===== src/rtl/if_stage.sv =====
// Instruction fetch stage with IF/ID latch: owns the PC, next-PC priority, redirect bubbles and interrupt entry.
// Redirect to IF_PC takes one cycle; Stall holds the PC and the latch, but a taken branch still overrides it.
module if_stage #(
    parameter logic [31:0] RESET_PC   = 32'h80000000,
    parameter logic [31:0] IRQ_VECTOR = 32'h80000004,
    parameter logic [31:0] EXC_VECTOR = 32'h80000008
) (
    input  logic        clk,
    input  logic        reset,
    input  logic        Stall,
    input  logic        Branch_taken,
    input  logic [31:0] Branch_target,
    input  logic [2:0]  ID_PCSrc,
    input  logic [31:0] Jump_target,
    input  logic [31:0] Jr_target,
    input  logic        IRQ,
    input  logic [31:0] IF_Instruction,
    output logic [31:0] IF_PC,
    output logic [31:0] IF_PC_plus_4,
    output logic [31:0] ID_Instruction,
    output logic [31:0] ID_PC_plus_4,
    output logic        Flush_IF_and_ID,
    output logic        IRQ_Taken,
    output logic [31:0] EPC
);

    logic        irq_q;
    logic        irq_pending;
    logic        redirect_code;
    logic        take_irq;
    logic        bubble;
    logic [31:0] next_pc;
    logic        unused_jump_msb;

    // Jumps never change privilege, so the target's top bit is not used.
    assign unused_jump_msb = Jump_target[31];

    assign IF_PC_plus_4    = {IF_PC[31], IF_PC[30:0] + 31'd4};
    assign Flush_IF_and_ID = Branch_taken;

    assign redirect_code = (ID_PCSrc == 3'd2) || (ID_PCSrc == 3'd3) || (ID_PCSrc == 3'd5);
    assign take_irq      = irq_pending & ~IF_PC[31] & ~Stall & ~Branch_taken & ~redirect_code;

    always_comb begin
        next_pc = IF_PC_plus_4;
        bubble  = 1'b1;
        if (Branch_taken) begin
            next_pc = Branch_target;
        end else if (!Stall && ID_PCSrc == 3'd5) begin
            next_pc = EXC_VECTOR;
        end else if (!Stall && ID_PCSrc == 3'd2) begin
            next_pc = {IF_PC[31], Jump_target[30:0]};
        end else if (!Stall && ID_PCSrc == 3'd3) begin
            // A JR can only stay in or leave kernel mode, never enter it.
            next_pc = {Jr_target[31] & IF_PC[31], Jr_target[30:0]};
        end else if (take_irq) begin
            next_pc = IRQ_VECTOR;
        end else begin
            bubble  = 1'b0;
            next_pc = Stall ? IF_PC : IF_PC_plus_4;
        end
    end

    always_ff @(posedge clk or negedge reset) begin
        if (!reset) begin
            IF_PC          <= RESET_PC;
            ID_Instruction <= 32'd0;
            ID_PC_plus_4   <= RESET_PC;
            IRQ_Taken      <= 1'b0;
            EPC            <= 32'd0;
            irq_q          <= 1'b0;
            irq_pending    <= 1'b0;
        end else begin
            irq_q       <= IRQ;
            irq_pending <= (IRQ & ~irq_q) | (irq_pending & ~take_irq);
            IRQ_Taken   <= take_irq;
            if (take_irq) begin
                EPC <= IF_PC;
            end
            IF_PC <= next_pc;
            if (bubble) begin
                ID_Instruction <= 32'd0;
                ID_PC_plus_4   <= IF_PC_plus_4;
            end else if (!Stall) begin
                ID_Instruction <= IF_Instruction;
                ID_PC_plus_4   <= IF_PC_plus_4;
            end
        end
    end

endmodule


===== config.mk =====
export PLATFORM = sky130hd
export DESIGN_NAME = if_stage
export DESIGN_NICKNAME = d
export VERILOG_FILES = /design/src/rtl/if_stage.sv
export SDC_FILE = /design/constraint.sdc
export NUM_CORES = 1
export LEC_CHECK = 0
export CORE_ASPECT_RATIO = 0.75
export CORE_UTILIZATION = 33
export DETAILED_ROUTE_END_ITERATION = 12
export GPL_TIMING_DRIVEN = 0
export HOLD_SLACK_MARGIN = 0.05
export PLACE_DENSITY = 0.68
export SLEW_MARGIN = 20
export SYNTH_ARGS = -nofsm -noshare
export SYNTH_HDL_FRONTEND = slang
export SYNTH_SLANG_ARGS = --single-unit

===== constraint.sdc =====
create_clock -name clk -period 6.1 [get_ports clk]
set_clock_uncertainty 0.05 [all_clocks]
set_input_delay 0.61 -clock clk [delete_from_list [all_inputs] [get_ports clk]]
set_output_delay 0.61 -clock clk [all_outputs]
set_load 0.01 [all_outputs]

==> impl_metrics.ini <==
[run_status]
status = finished clean

[synth]
yosys_register_bits = 131
syn-num-nets = 910
ys_top_cells_by_count = 173 x nand2_1, 129 x dfrtp_1, 82 x nor2_1, 74 x o21ai_0, 40 x a21oi_1
synth.distinct_cells = 68
synth_xor_xnor_area_share = 0.0325
synthAdderAreaFrac = 0.00186
avgSynthCellArea_um2 = 8.70
syn_area_mm2 = 0.00673
synth_flop_cell = dfrtp_1
synth_edf_count = 0
synth.area.top_cells = dfrtp_1 48%, nand2_1 9.7%, o21ai_0 5.5%
synthArstFlopShare = 1.00
yosysTopAreaCellShare = 0.480
yosys_warnings = 0
synth_area_leader_cell = dfrtp_1
synth_top_family_by_area = simple AND/OR/NAND/NOR gates
yosysSeqAreaShare = 0.488
synth_most_common_cell = nand2_1
synth_mux_area_frac = 0.0340
synth-simple-area-share = 0.221
postSynthCellCount = 773
synth_compound_area_frac = 0.175

[sta]
grt_setup_unrepaired = false
finalSetupViolCount = 0
hold_viol_final = 0
fin_crit_ns = 3.85
tns_ns = 0
holdWs_ns = 0.125
slew-limit-headroom = 0.212
slew_violations = 0
worst_pin_slew_ns = 1.18
fmax_ghz = 0.260
worst_slack_ns = 2.25
finalCritPeriodShare = 0.632

[die]
core_mm2 = 0.0197
die_w_um = 167
io_pins = 298
die-area_mm2 = 0.0210
die_h_um = 126
rows = 44
initial_utilization = 0.342

[placement]
numPortBuffers = 293
hpwl_mm = 21.4
dp_slack_ns = 2.73
dp_cells = 1320
placed_area_mm2 = 0.0100
place.gp.congestion = 0.840

[critical_path]
reg2reg_slack_ns = 3.56
start_kind = flip-flop
rr_startpoint = IF_PC[2]$_DFFE_PN0P_
startpoint = IF_PC[2]$_DFFE_PN0P_
cp_top_family = simple AND/OR/NAND/NOR gates
timing.rr.end = ID_PC_plus_4[22]$_DFFE_PN0P_
reg2regPathDepth = 6
critPathArrivalTime_ns = 3.19
crit_cells = 6
cp-endpoint = IF_PC_plus_4[22]
path_class = flip-flop to output port
cp_common_cell = nand4_1
critPathMaxStageDelay_ns = 0.60
crit_slowest_cell = clkdlybuf4s50_1
cp-end-kind = output port
crit_buf_inv = 1
cp_max_fo = 10
worstPathCellList = ha_1, nand4_1, nor4_4, nand4_1, xnor2_1, clkdlybuf4s50_1
cp.required_ns = 5.44

[detailed_routing]
routed_wl_mm = 28.5
drt_iter0_drc = 654
ant_nets = 0
first_pass_iters = 7
routedWlPerCell_um = 21.1
drc = 0
vias = 7152
avgViaCountPerCell = 5.29

[cells_and_area]
antenna_cells = 0
drive_above_1_share = 0.0701
area_delta_synth_final_pct = 58.8
layout.nets = 1223
final_core_util = 0.544
multi_input_area_mm2 = 0.00313
post-route-cell-area_mm2 = 0.0107
n_fill_cell = 1812
final_cells = 1352
regArea_mm2 = 0.00328

[clock_network]
cts_resized = 0
clkTransAtPathRegs_ns = 0.06
postCtsHoldBufs = 0
numCtsBuffers = 17
clockRootBuffer = clkbuf_16
htree_levels = 4
cts_tree = done
insertion_delay_ns = 0.42
cts_buffer_depth = 2
post_cts_buffers = 0
clock_sinks = 131

[global_route]
first_global_vias = 7315
grt.total_usage = 0.277
grt_overflow_total = 0
grt_max_degree = 81
antenna_found_initial = 0
grt_pass1_wl_mm = 43.3

[power]
total_leakage_power_nw = 4.55
power.density_mw_per_mm2 = 313
finalPower_mw = 3.34
ir_worst_vdd_v = 0.000159

[min_path]
hold_class = input port to async pin

[job]
maxCapViolCount = 0
[routing by layer]
metal	share of wire	vias up	routed length [µm]	GRT usage
met1	0.43	3415	12300	0.361
met3	0.10	42	2890	0.0880
li1	-	3292	-	-
met5	0	-	0	0
met4	0.020	0	557	0.0920
met2	0.45	403	12700	0.434
[final cells by class]
cell class | instances | area share
sequential | 131 | 0.307
multi-input combinational | 568 | 0.293
timing repair buffer | 294 | 0.278
clock buffer | 20 | 0.0418
tap | 253 | 0.0296
buffer | 54 | 0.0231
clock inverter | 12 | 0.0213
inverter | 20 | 0.00703
[placed cells by master (no fill, tap or decap), drive strengths merged, types with 7 or more instances in the layout]
master and instances:
buf 26, a21oi 41, a221oi 7, nand2b 8, xnor2 19, mux2 15
nor2 82, nand4 12, nand3 15, inv 20, clkdlybuf4s50 292, nand2 173
clkbuf 50, nor3 10, o21ai 76, dfrtp 129
[worst min path at each step]
stage / start / to
2_1_floorplan: reset / EPC[0]$_DFFE_PN0P_
3_3_place_gp: irq_q$_DFF_PN0_ / irq_pending$_DFF_PN0_
3_5_place_dp: irq_q$_DFF_PN0_ / irq_pending$_DFF_PN0_
4_1_cts: reset / EPC[21]$_DFFE_PN0P_
5_1_grt: reset / EPC[21]$_DFFE_PN0P_
6_report: reset / IRQ_Taken$_DFF_PN0_
[worst reg2reg max path, cell delays in order (launching register included)]
cell	delay [ns]
dfrtp_1	0.48
ha_1	0.35
nand4_1	0.19
nor4_4	0.51
nand4_1	0.32
xnor2_1	0.24
mux2_2	0.28
[power breakdown]
group	internal [mW]	switching (mW)
combinational	0.533	0.454
clock	0.781	0.415
sequential	1.03	0.129
[flip-flops by register name, indices dropped and copies added, names as in the netlist]
register,cells
irq_pending,1
EPC,32
IF_PC,32
IRQ_Taken,1
irq_q,1
ID_PC_plus_4,32
ID_Instruction,32
[cell families (layout without fill, tap and decap cells)]
logic type / after synthesis / count (layout)
AO/OA/AOI/OAI: 188 / 188
XOR/XNOR: 25 / 25
adder cells (fa/ha/maj): 1 / 1
buffers and inverters: 74 / 400
flip-flops: 131 / 131
multiplexers: 21 / 21
AND/OR/NAND/NOR: 333 / 333
Power figures use the tool's default switching activity.
